[config.mk]
export PLATFORM = sky130hd
export DESIGN_NAME = stage_4_sequencer
export DESIGN_NICKNAME = d
export VERILOG_FILES = /design/src/rtl/stage_4_sequencer_pkg.sv /design/src/rtl/stage_4_sequencer.sv
export SDC_FILE = /design/constraint.sdc
export NUM_CORES = 1
export LEC_CHECK = 0
export CAP_MARGIN = 20
export CORE_MARGIN = 1.5
export CORE_UTILIZATION = 30
export DETAILED_ROUTE_END_ITERATION = 10
export HOLD_SLACK_MARGIN = 0.02
export SETUP_SLACK_MARGIN = 0.02
export SKIP_CTS_REPAIR_TIMING = 1
export SYNTH_ARGS = -nofsm -noshare
export SYNTH_HDL_FRONTEND = slang
export SYNTH_SLANG_ARGS = --single-unit
[constraint.sdc]
create_clock -name s4_clk -period 1.6 [get_ports s4_clk]
set_input_delay 0.24 -clock s4_clk [delete_from_list [all_inputs] [get_ports s4_clk]]
set_output_delay 0.24 -clock s4_clk [all_outputs]
set_load 0.01 [all_outputs]
[src/rtl/stage_4_sequencer_pkg.sv]
// Shared definitions for the stage-4 output-path sequencer: state encoding
// and the sizing helper used for the settle and drain counters.
package stage_4_sequencer_pkg;

  // Eight sequencer states, 3-bit encoding.
  typedef enum logic [2:0] {
    ST_SETTLE  = 3'd0,
    ST_IDLE    = 3'd1,
    ST_RUN     = 3'd2,
    ST_CAPTURE = 3'd3,
    ST_EMIT    = 3'd4,
    ST_DRAIN   = 3'd5,
    ST_DONE    = 3'd6,
    ST_ERROR   = 3'd7
  } seq_state_e;

  // Width of a counter that must hold values 0..limit. Never narrower
  // than one bit so a zero limit still yields a legal vector.
  function automatic int unsigned cnt_width(input int unsigned limit);
    int unsigned w;
    w = $clog2(limit + 1);
    return (w < 1) ? 1 : w;
  endfunction

endpackage

[src/rtl/stage_4_sequencer.sv]
// Frame-aware control sequencer for the stage-4 output path. Holds the carry
// registers disabled while reset garbage settles, tracks the symbols of a
// frame, issues the two-cycle final-bits flush (capture, then emit), and then
// waits for the last-output flag, reporting done, drain timeout or carry error.
module stage_4_sequencer
  import stage_4_sequencer_pkg::*;
#(
  parameter int unsigned SETTLE_CYCLES = 3,
  parameter int unsigned DRAIN_TIMEOUT = 8,
  parameter int unsigned CNT_WIDTH     = 16
) (
  input  logic                 s4_clk,
  input  logic                 s4_reset_n,
  input  logic                 start,
  input  logic                 in_valid,
  input  logic                 in_last,
  input  logic                 in_flag_last,
  input  logic                 in_carry_error,
  output logic                 flag_first,
  output logic                 final_flag_2_3,
  output logic                 final_flag,
  output logic                 carry_en,
  output logic                 busy,
  output logic                 done,
  output logic                 error,
  output logic                 err_timeout,
  output logic [CNT_WIDTH-1:0] sym_count
);

  localparam int unsigned SW = cnt_width(SETTLE_CYCLES);
  localparam int unsigned DW = cnt_width(DRAIN_TIMEOUT);

  // Terminal counts; a zero-length settle or drain window degenerates to one cycle.
  localparam logic [SW-1:0] SETTLE_LAST = (SETTLE_CYCLES > 0) ? SW'(SETTLE_CYCLES - 1) : '0;
  localparam logic [DW-1:0] DRAIN_LAST  = (DRAIN_TIMEOUT > 0) ? DW'(DRAIN_TIMEOUT - 1) : '0;
  localparam logic [SW-1:0] SETTLE_ONE  = SW'(1);
  localparam logic [DW-1:0] DRAIN_ONE   = DW'(1);
  localparam logic [CNT_WIDTH-1:0] CNT_ONE = CNT_WIDTH'(1);

  seq_state_e           state_q;
  logic [SW-1:0]        settle_cnt_q;
  logic [DW-1:0]        drain_cnt_q;
  logic                 first_pending_q;
  logic [CNT_WIDTH-1:0] sym_count_q;
  logic [CNT_WIDTH-1:0] sym_count_d;
  logic                 carry_en_q;
  logic                 busy_q;
  logic                 done_q;
  logic                 error_q;
  logic                 err_timeout_q;
  logic                 final_flag_2_3_q;
  logic                 final_flag_q;
  logic                 accept;

  // Symbol acceptance, first-symbol flag and saturating next count.
  always_comb begin
    accept      = (state_q == ST_RUN) && in_valid;
    flag_first  = accept && first_pending_q;
    sym_count_d = sym_count_q;
    if (!(&sym_count_q)) begin
      sym_count_d = sym_count_q + CNT_ONE;
    end
  end

  // Sequencer FSM with registered outputs and inline settle/drain counters.
  always_ff @(posedge s4_clk) begin
    if (!s4_reset_n) begin
      state_q          <= ST_SETTLE;
      settle_cnt_q     <= '0;
      drain_cnt_q      <= '0;
      first_pending_q  <= 1'b0;
      sym_count_q      <= '0;
      carry_en_q       <= 1'b0;
      busy_q           <= 1'b0;
      done_q           <= 1'b0;
      error_q          <= 1'b0;
      err_timeout_q    <= 1'b0;
      final_flag_2_3_q <= 1'b0;
      final_flag_q     <= 1'b0;
    end else begin
      // Final-bit flags are single-cycle pulses unless re-asserted below.
      final_flag_2_3_q <= 1'b0;
      final_flag_q     <= 1'b0;

      // A symbol presented in RUN is counted even if a carry error aborts the frame.
      if (accept) begin
        sym_count_q <= sym_count_d;
      end

      case (state_q)
        ST_SETTLE: begin
          if (settle_cnt_q >= SETTLE_LAST) begin
            state_q      <= ST_IDLE;
            settle_cnt_q <= '0;
            carry_en_q   <= 1'b1;
          end else begin
            settle_cnt_q <= settle_cnt_q + SETTLE_ONE;
          end
        end

        ST_IDLE: begin
          if (start) begin
            state_q         <= ST_RUN;
            busy_q          <= 1'b1;
            first_pending_q <= 1'b1;
            sym_count_q     <= '0;
          end
        end

        ST_RUN: begin
          if (in_carry_error) begin
            state_q       <= ST_ERROR;
            busy_q        <= 1'b0;
            error_q       <= 1'b1;
            err_timeout_q <= 1'b0;
          end else if (accept) begin
            first_pending_q <= 1'b0;
            if (in_last) begin
              state_q          <= ST_CAPTURE;
              final_flag_2_3_q <= 1'b1;
            end
          end
        end

        ST_CAPTURE: begin
          if (in_carry_error) begin
            state_q       <= ST_ERROR;
            busy_q        <= 1'b0;
            error_q       <= 1'b1;
            err_timeout_q <= 1'b0;
          end else begin
            state_q      <= ST_EMIT;
            final_flag_q <= 1'b1;
          end
        end

        ST_EMIT: begin
          if (in_carry_error) begin
            state_q       <= ST_ERROR;
            busy_q        <= 1'b0;
            error_q       <= 1'b1;
            err_timeout_q <= 1'b0;
          end else begin
            state_q     <= ST_DRAIN;
            drain_cnt_q <= '0;
          end
        end

        ST_DRAIN: begin
          // Carry error outranks the last-output flag arriving in the same cycle.
          if (in_carry_error) begin
            state_q       <= ST_ERROR;
            busy_q        <= 1'b0;
            error_q       <= 1'b1;
            err_timeout_q <= 1'b0;
          end else if (in_flag_last) begin
            state_q <= ST_DONE;
            busy_q  <= 1'b0;
            done_q  <= 1'b1;
          end else if (drain_cnt_q >= DRAIN_LAST) begin
            state_q       <= ST_ERROR;
            busy_q        <= 1'b0;
            error_q       <= 1'b1;
            err_timeout_q <= 1'b1;
          end else begin
            drain_cnt_q <= drain_cnt_q + DRAIN_ONE;
          end
        end

        ST_DONE, ST_ERROR: begin
          if (start) begin
            state_q         <= ST_RUN;
            busy_q          <= 1'b1;
            first_pending_q <= 1'b1;
            sym_count_q     <= '0;
            done_q          <= 1'b0;
            error_q         <= 1'b0;
            err_timeout_q   <= 1'b0;
          end
        end

        default: begin
          state_q <= ST_SETTLE;
        end
      endcase
    end
  end

  assign final_flag_2_3 = final_flag_2_3_q;
  assign final_flag     = final_flag_q;
  assign carry_en       = carry_en_q;
  assign busy           = busy_q;
  assign done           = done_q;
  assign error          = error_q;
  assign err_timeout    = err_timeout_q;
  assign sym_count      = sym_count_q;

endmodule

==> impl_metrics.tcl <==
set metrics [dict create \
    place_congestion 0.856 \
    portBuffers 30 \
    worst_slew_pin_slew_ns 0.377 \
    fin_util_pct 48.7 \
    grt_pass1_vias 1737 \
    cp.required_ns 1.36 \
    hold_viol 0 \
    power_density_nw_per_um2 935 \
    fin_tns_setup_ns 0 \
    first_pass_iters 4 \
    cts_sinks 33 \
    multi_input_area_um2 1120 \
    ir_worst_vdd_mv 0.691 \
    layout_commonest_cell "buf_4" \
    cts_htree_levels 2 \
    internal_power_mw 1.81 \
    slew_headroom_pct 74.5 \
    p_clk_share_pct 32.1 \
    setup_viol 0 \
    start_kind "register" \
    layout.nets 291 \
    fill_cells 544 \
    cts_tree "yes" \
    ys.warnings.count 0 \
    grt_first_pass_wirelength_mm 8.03 \
    layout_common_cells "46 x buf_4, 21 x clkdlybuf4s50_1, 20 x a21oi_1" \
    yosys.cell_types.count 54 \
    top_layer "met4" \
    slew_violations 0 \
    cts_buffers 5 \
    clkLatencyLatePin_ns 0.29 \
    wire_per_inst_um 13.9 \
    grt_max_degree 14 \
    syn-cell-area_um2 1790 \
    met3_wirelength_um 280 \
    syn_inst 209 \
    fin_skew_ns 0.00466 \
    worstHoldPathType "register to register" \
    stdcell_count 355 \
    pwr-share-seq_pct 38.4 \
    met1_length_mm 2.29 \
    yosys.area.top_type "dfxtp_1" \
    n_antenna_cell 0 \
    worstPathArrival_ns 1.29 \
    antenna_left 0 \
    overflow 0 \
    chipWidth_um 80.2 \
    p_sw_mw 0.762 \
    dr_wl_met2_mm 2.32 \
    pwr-share-comb_pct 29.6 \
    antenna_found_initial 0 \
    ys_seq_area_share_pct 37.0 \
    worstSetupPathType "register to primary output" \
    worst_setup_path_end_kind "primary output" \
    synth_area_per_cell_um2 8.55 \
    crit_fanout 5 \
    layout-drive-gt1-share_pct 32.9 \
    slowest_stage "clkdlybuf4s50_1" \
    drt_iter0_drc 112 \
    initial_utilization_pct 31.7 \
    dp_cells 342 \
    chipHeight_um 80.2 \
    cts-root-buf "clkbuf_8" \
    clkSlewWorstSetupHoldPaths_ns 0.07 \
    min_period_ns 1.53 \
    grt_usage_pct 16.0 \
    switching_share_pct 29.6 \
    totalWireLength_mm 4.93 \
    synth_ff_type "dfxtp_1" \
    synth_fp_nets 218 \
    rsz0062_at_grt "yes" \
    outcome "completed" \
    ys_ff_latch 33 \
    fp.coreArea_um2 5640 \
    synth_edf_count 0 \
    netlist.area_leader.share_pct 37.0 \
    maxCapViolations 0 \
    ctsLongestPathBuffers 2 \
    std_cell_rows 27 \
    dieArea_um2 6430 \
    vias 1908 \
    p_leak_nw 1.22 \
    ys_top_cells_by_area "dfxtp_1 37%, a21oi_1 5.9%, nor4_4 3.6%, or3_1 3.5%, nand3_1 3.1%" \
    ios 31 \
    drt-vias-per-instance 5.37 \
    area_delta_synth_final_pct 53.9 \
    whs_ns 0.480 \
    seqCellArea_um2 687 \
    fmax_mhz 653 \
    period_share_pct 95.7 \
    dp_hpwl_mm 3.54 \
    synthArstFlopShare_pct 0 \
    drc 0 \
    cp_cell_sequence "buf_4 > clkdlybuf4s50_1" \
    cp_slowest_stage_delay_ns 0.53 \
]
## cell usage after synthesis (all sizes together) (2+ instances only)
cell,n
a31oi,6
o21ai,13
o31ai,5
nor2,14
nor3,6
o311a,2
a211o,2
a21oi,21
or2,3
or4,2
nand4,6
or3,10
ha,2
nand3,11
nor3b,2
o41ai,2
inv,7
clkbuf,6
o2111ai,3
and4,3
buf,8
dfxtp,33
nor4,3
nand2b,2
and3,4
nand2,11
## layer usage
metal  GRT usage (%)  vias to the layer above
li1                -                      943
met1            21.1                      904
met2            25.4                       57
met3            3.98                        4
met4            5.34                        0
met5               0                        -
## power groups by stage
stage                     Sequential (mW)  Combinational (mW)  Clock (mW)
after floorplan                     0.969               0.452           0
after global placement              0.989               0.689           0
after detailed placement            0.986               0.691           0
after CTS                           0.970               0.696       0.849
after global routing                0.997               0.836       0.893
final                               0.986               0.760       0.824
## flip-flops by register name (all words and copies together) (netlist names)
name and count:
sym_count 16, first_pending_q 1, final_flag_2_3 1, carry_en 1, err_timeout 1, state_q 3, done 1, error 1
busy 1, drain_cnt_q 4, settle_cnt_q 2, final_flag 1
## through the flow
step | power (mW) | instance area (um^2) | worst slack, ns
after CTS | 2.51 | 2560 | -0.284
after global routing | 2.73 | 2750 | -0.0336
after floorplan | 1.42 | 1800 | 0.0269
after detailed placement | 1.68 | 2440 | -0.289
after global placement | 1.68 | 2440 | -0.280
final | 2.57 | 2750 | 0.0681
## kinds of logic (layout without fill, tap and decap cells)
kind of cell | Yosys count | after routing | share of synthesized area, %
AOI/OAI and AO/OA | 66 | 66 | 24.5
xor gates and xnor gates | 1 | 1 | 0.490
adders and majority gates | 2 | 2 | 1.40
buffers and inverters | 21 | 95 | 5.95
DFF | 33 | 33 | 37.0
muxes | 1 | 1 | 0.560
and+or+nand+nor | 85 | 85 | 30.1
## final timing paths
path | start | end | slack (ns) | cells after the start
setup / recovery | sym_count[1] | sym_count[1] | 0.07 | 2
hold / removal | settle_cnt_q[0] | settle_cnt_q[1] | 0.48 | 2
setup reg to reg | sym_count[15] | sym_count[10] | 0.08 | 5
hold reg to reg | settle_cnt_q[0] | settle_cnt_q[1] | 0.48 | 2
## worst max-delay path, delay by kind of cell (launching register included)
family | cells | cell delay, ns
flops | 1 | 0.35
buf+inv | 2 | 0.66
## layout make-up
type	instances	share of cell area [%]
repair buffers	80	25.9
clock inverters	1	1.09
clock buffers	7	3.14
multi-input cells	155	40.6
well taps	72	3.28
flip-flops and latches	33	25.0
inverters	7	0.956
(Power assumes the default switching activity.)
